**src/rtl/si5340_i2c_target.sv**
```systemverilog
// si5340_i2c_target: I2C target bridging a paged 8-bit register space (page register at offset 0x01).
// Ports: clk_i/arstn_i clock and async active-low reset; scl_i/sda_i bus levels;
// sda_o/sda_oen open-drain SDA drive (0 = pull low); reg_addr_o/reg_wdata_o/reg_we_o/reg_re_o
// register strobe interface with reg_rdata_i valid one clk after reg_re_o; busy_o transaction flag.
module si5340_i2c_target #(
    parameter logic [6:0] SLAVE_ADDR  = 7'h74,
    parameter int         SYNC_STAGES = 2
) (
    input  logic        clk_i,
    input  logic        arstn_i,
    input  logic        scl_i,
    input  logic        sda_i,
    output logic        sda_o,
    output logic        sda_oen,
    output logic [15:0] reg_addr_o,
    output logic [7:0]  reg_wdata_o,
    output logic        reg_we_o,
    output logic        reg_re_o,
    input  logic [7:0]  reg_rdata_i,
    output logic        busy_o
);
    typedef enum logic [3:0] {
        IDLE, ADDR, ADDR_ACK, OFFS, OFFS_ACK, WDATA, WDATA_ACK, RDATA, RDATA_ACK
    } state_t;

    state_t                 state;
    logic [SYNC_STAGES-1:0] scl_sync, sda_sync;
    logic                   scl_q, sda_q;
    logic                   scl_s, sda_s;
    logic                   scl_rise, scl_fall, start, stop;
    logic [7:0]             sr, page, offset;
    logic [3:0]             cnt;
    logic                   nack, ld;

    assign sda_o    = 1'b0;
    assign scl_s    = scl_sync[SYNC_STAGES-1];
    assign sda_s    = sda_sync[SYNC_STAGES-1];
    assign scl_rise = scl_s & ~scl_q;
    assign scl_fall = ~scl_s & scl_q;
    assign start    = scl_s & scl_q & sda_q & ~sda_s;
    assign stop     = scl_s & scl_q & ~sda_q & sda_s;

    always_ff @(posedge clk_i or negedge arstn_i) begin
        if (!arstn_i) begin
            scl_sync <= '1;
            sda_sync <= '1;
            scl_q    <= 1'b1;
            sda_q    <= 1'b1;
        end else begin
            scl_sync <= {scl_sync[SYNC_STAGES-2:0], scl_i};
            sda_sync <= {sda_sync[SYNC_STAGES-2:0], sda_i};
            scl_q    <= scl_s;
            sda_q    <= sda_s;
        end
    end

    always_ff @(posedge clk_i or negedge arstn_i) begin
        if (!arstn_i) begin
            state       <= IDLE;
            sr          <= 8'h00;
            cnt         <= 4'd0;
            nack        <= 1'b0;
            ld          <= 1'b0;
            page        <= 8'h00;
            offset      <= 8'h00;
            sda_oen     <= 1'b1;
            busy_o      <= 1'b0;
            reg_we_o    <= 1'b0;
            reg_re_o    <= 1'b0;
            reg_addr_o  <= 16'h0000;
            reg_wdata_o <= 8'h00;
        end else begin
            reg_we_o <= 1'b0;
            reg_re_o <= 1'b0;
            ld       <= 1'b0;
            if (start) begin
                // repeated START keeps page/offset so a write-offset/read sequence works
                state   <= ADDR;
                cnt     <= 4'd0;
                sda_oen <= 1'b1;
            end else if (stop) begin
                state   <= IDLE;
                sda_oen <= 1'b1;
                busy_o  <= 1'b0;
            end else if (ld) begin
                // read data arrives one clk after the strobe; drive its MSB straight away
                sr      <= reg_rdata_i;
                sda_oen <= reg_rdata_i[7];
                cnt     <= 4'd0;
            end else begin
                if (scl_rise) begin
                    if (state == ADDR || state == OFFS || state == WDATA) begin
                        sr  <= {sr[6:0], sda_s};
                        cnt <= cnt + 4'd1;
                    end
                    if (state == RDATA) cnt <= cnt + 4'd1;
                    if (state == RDATA_ACK) nack <= sda_s;
                end
                // all SDA changes happen in the low phase, right after SCL falls
                if (scl_fall) begin
                    case (state)
                        ADDR: if (cnt == 4'd8) begin
                            if (sr[7:1] == SLAVE_ADDR) begin
                                state   <= ADDR_ACK;
                                sda_oen <= 1'b0;
                                busy_o  <= 1'b1;
                            end else begin
                                state  <= IDLE;
                                busy_o <= 1'b0;
                            end
                        end
                        ADDR_ACK: if (sr[0]) begin
                            // ACK stays low until the first read bit replaces it
                            state      <= RDATA;
                            reg_re_o   <= 1'b1;
                            reg_addr_o <= {page, offset};
                            ld         <= 1'b1;
                        end else begin
                            state   <= OFFS;
                            sda_oen <= 1'b1;
                            cnt     <= 4'd0;
                        end
                        OFFS: if (cnt == 4'd8) begin
                            offset  <= sr;
                            sda_oen <= 1'b0;
                            state   <= OFFS_ACK;
                        end
                        OFFS_ACK, WDATA_ACK: begin
                            state   <= WDATA;
                            sda_oen <= 1'b1;
                            cnt     <= 4'd0;
                        end
                        WDATA: if (cnt == 4'd8) begin
                            reg_we_o    <= 1'b1;
                            reg_addr_o  <= {page, offset};
                            reg_wdata_o <= sr;
                            if (offset == 8'h01) page <= sr;
                            offset  <= offset + 8'd1;
                            sda_oen <= 1'b0;
                            state   <= WDATA_ACK;
                        end
                        RDATA: if (cnt == 4'd8) begin
                            state   <= RDATA_ACK;
                            sda_oen <= 1'b1;
                            offset  <= offset + 8'd1;
                        end else begin
                            sr      <= {sr[6:0], 1'b0};
                            sda_oen <= sr[6];
                        end
                        RDATA_ACK: if (nack) begin
                            state <= IDLE;
                        end else begin
                            state      <= RDATA;
                            reg_re_o   <= 1'b1;
                            reg_addr_o <= {page, offset};
                            ld         <= 1'b1;
                        end
                        default: ;
                    endcase
                end
            end
        end
    end
endmodule

```
**config.mk**
```make
export PLATFORM = sky130hd
export DESIGN_NAME = si5340_i2c_target
export DESIGN_NICKNAME = d
export VERILOG_FILES = /design/src/rtl/si5340_i2c_target.sv
export SDC_FILE = /design/constraint.sdc
export NUM_CORES = 1
export LEC_CHECK = 0
export CORE_MARGIN = 3
export CORE_UTILIZATION = 49
export CTS_BUF_LIST = sky130_fd_sc_hd__clkbuf_16
export DETAILED_ROUTE_END_ITERATION = 8
export PLACE_DENSITY = 0.72
export SYNTH_ARGS = -nofsm -noshare
export SYNTH_HDL_FRONTEND = slang
export SYNTH_SLANG_ARGS = --single-unit
```
**constraint.sdc**
```tcl
create_clock -name clk_i -period 4.2 [get_ports clk_i]
set_clock_uncertainty 0.2 [all_clocks]
set_input_delay 0.84 -clock clk_i [delete_from_list [all_inputs] [get_ports clk_i]]
set_output_delay 0.84 -clock clk_i [all_outputs]
set_load 0.03 [all_outputs]
```
==> flow_metrics.env <==
export IMPL_antennaDiodeCount=0
export IMPL_final_common_cell="dfrtp_1"
export IMPL_yosysTopAreaCell="dfrtp_1"
export IMPL_viasPerCell=5.75
export IMPL_hold_class="reg2reg"
export IMPL_syn_inst=299
export IMPL_max_slew_margin_pct=33.4
export IMPL_dpl_instance_area_sq_um=3670
export IMPL_post_cts_buffers=0
export IMPL_cts_root_buf="clkbuf_16"
export IMPL_finalHoldViolations=0
export IMPL_p_switching_w=0.000472
export IMPL_cpMaxStageDelayCell="clkdlybuf4s50_1"
export IMPL_ys_ff_latch=67
export IMPL_io_buffer_count=39
export IMPL_layout_drive_gt1_share_pct=18.8
export IMPL_status="completed"
export IMPL_path_delay_family="buffers and inverters"
export IMPL_postCtsHoldBufs=0
export IMPL_die_area_sq_um=7660
export IMPL_drc=0
export IMPL_via_count=2399
export IMPL_antenna_found_initial=0
export IMPL_die_y_microns=87.5
export IMPL_leakage_nw=1.79
export IMPL_synth_edf_count=0
export IMPL_cts_sinks=67
export IMPL_initial_core_util_pct=51.0
export IMPL_worstSetupPathType="reg2out"
export IMPL_final_cell_mix="dfrtp_1, clkdlybuf4s50_1, a21oi_1"
export IMPL_avgSynthCellArea_sq_um=10.9
export IMPL_clockBufferDepth=2
export IMPL_crit_path_end_kind="output pin"
export IMPL_p_int_w=0.00129
export IMPL_cts_tree="done"
export IMPL_grt_max_degree=38
export IMPL_ys_seq_area_share_pct=51.7
export IMPL_critPathLaunchType="flop"
export IMPL_ctsResizeCount=0
export IMPL_peakVddDrop_mv=0.313
export IMPL_worstSkewPairLatency_ns=0.33
export IMPL_powerDensity_nw_per_um2=440
export IMPL_placementRows=29
export IMPL_required_ns=3.16
export IMPL_finalCritPeriodShare_pct=70.1
export IMPL_p_sw_share_pct=26.8
export IMPL_overflow=0
export IMPL_synth_top_flop_cell="dfrtp_1"
export IMPL_die_w_microns=87.5
export IMPL_cpPeakStageDelay_ns=0.80
export IMPL_finalSetupViolations=0
export IMPL_cp_max_fo=15
export IMPL_grt_pass1_vias=2472
export IMPL_fmax_mhz=340
export IMPL_drv_cap=0
export IMPL_post_route_cell_area_sq_um=4000
export IMPL_grtUsageTotal_pct=21.2
export IMPL_p_seq_share_pct=43.6
export IMPL_grt_pass1_wl_microns=12400
export IMPL_critPathArrivalTime_ns=1.90
export IMPL_drt_iter0_drc=202
export IMPL_numCtsBuffers=9
export IMPL_drt_wl_total_microns=7170
export IMPL_ant_nets=0
export IMPL_ys_types=55
export IMPL_place_congestion=0.857
export IMPL_comb_power_share_pct=9.8
export IMPL_ys_async_sr_fraction_pct=100
export IMPL_placeableCoreArea_sq_um=6390
export IMPL_slew_violations=0
export IMPL_finalCriticalPeriod_ns=2.94
export IMPL_worst_pin_slew_ns=1.00
export IMPL_synth_warnings=0
export IMPL_clkPwrFrac_pct=46.6
export IMPL_hpwl_microns=4800
export IMPL_syn_area_sq_um=3260
export IMPL_area_delta_synth_final_pct=22.8
export IMPL_nNetsFinal=351
export IMPL_rsz0062_at_grt="no"
export IMPL_clk_pin_slew_worst_paths_ns=0.06
export IMPL_fin_tns_setup_ns=0
export IMPL_syn_num_nets=315
export IMPL_p_total_w=0.00176
export IMPL_cts_max_level=3
export IMPL_wl_per_cell_microns=17.2
export IMPL_ys_top_cells_by_area="dfrtp_1, mux2_2, dfstp_2, a21oi_1, mux2i_1"
export IMPL_drt_pass1_iter_count=4
export IMPL_path_cells="clkdlybuf4s50_1"
export IMPL_synth_top_area_share_pct=46.1
export IMPL_num_io_pins=41
export IMPL_crit_buf_inv=1
state kept, by name, indices dropped and copies added (netlist names):
name         flops
cnt              4
reg_wdata_o      8
reg_we_o         1
sr               8
sda_sync         2
state            4
sda_q            1
nack             1
offset           8
busy_o           1
reg_addr_o      16
sda_oen          1
page             8
ld               1
scl_sync         2
scl_q            1
power by group through the flow:
| stage | sequential [W] | combinational [W] | clock (W) |
|---|---|---|---|
| floorplan | 0.000738 | 0.000130 | 0 |
| global placement | 0.000774 | 0.000167 | 0 |
| detailed placement | 0.000776 | 0.000171 | 0 |
| CTS | 0.000766 | 0.000174 | 0.000836 |
| global route | 0.000775 | 0.000202 | 0.000862 |
| finish | 0.000767 | 0.000173 | 0.000820 |
final cells by class:
| class | instances | area (sq um) |
|---|---|---|
| fill | 518 | 2390 |
| inverter | 10 | 37.5 |
| multi-input combinational | 207 | 1460 |
| sequential | 67 | 1690 |
| clock inverter | 7 | 101 |
| timing repair buffer | 40 | 393 |
| clock buffer | 9 | 225 |
| tap | 77 | 96.3 |
cell families after synthesis:
logic type	synth area share [%]
other	0.115
XOR/XNOR	0.269
multiplexers	14.1
buffers and inverters	3.42
adder cells (fa/ha/maj)	1.54
AND/OR/NAND/NOR	16.3
AO/OA/AOI/OAI	12.5
flip-flops	51.7
synthesized netlist by cell type (2+ instances only):
master and instances:
nand3_1 13, ha_1 4, nand2b_1 4, nand4_1 2, mux2_4 5, nand2_1 21, o21ai_0 16, and3b_1 2
mux2_2 26, buf_2 5, or3_1 2, clkbuf_1 8, nor4_1 2, nor3_1 8, o22ai_1 4, a311oi_1 2
nor2_1 18, dfstp_2 7, nor4b_1 2, nor2b_1 5, and3_1 3, a22o_1 2, a21oi_1 28, nand3b_1 2
inv_1 10, a21o_1 2, mux2i_1 9, dfrtp_1 60
metrics by stage:
stage                     setup WS [ns]  hold slack, ns  cells  util (%)
after floorplan                    1.93           0.145    299         -
after global placement             1.51           0.146    401      57.5
after detailed placement           1.43           0.147    401      57.5
after CTS                          1.24           0.155    417      62.6
after global routing               1.02           0.163    417      62.6
final                              1.26           0.154    417      62.6
path summary, 6_finish.rpt:
| path | to | depth (start not counted) | start | slack, ns |
|---|---|---|---|---|
| min in group asynchronous | reg_addr_o[5]$_DFFE_PN0P_ | 1 | arstn_i | 0.40 |
| max in group asynchronous | sr[7]$_DFFE_PN0N_ | 2 | arstn_i | 2.51 |
| worst max register to register | sr[0]$_DFFE_PN0N_ | 4 | state[3]$_DFFE_PN0P_ | 1.40 |
| worst min-delay path | sda_sync[1]$_DFF_PN1_ | 0 | sda_sync[0]$_DFF_PN1_ | 0.15 |
| worst min register to register | sda_sync[1]$_DFF_PN1_ | 0 | sda_sync[0]$_DFF_PN1_ | 0.15 |
| worst max-delay path | reg_re_o | 1 | ld$_DFF_PN0_ | 1.26 |
routing by layer:
layer | vias up | routed length, microns | global-route usage (%)
met1 | 1182 | 3360 | 29.9
met2 | 55 | 3430 | 32.1
met3 | 10 | 256 | 4.82
li1 | 1152 | - | -
met4 | 0 | 121 | 8.23
met5 | - | 0 | 0
Note: power is estimated with default switching activity, not from simulation.
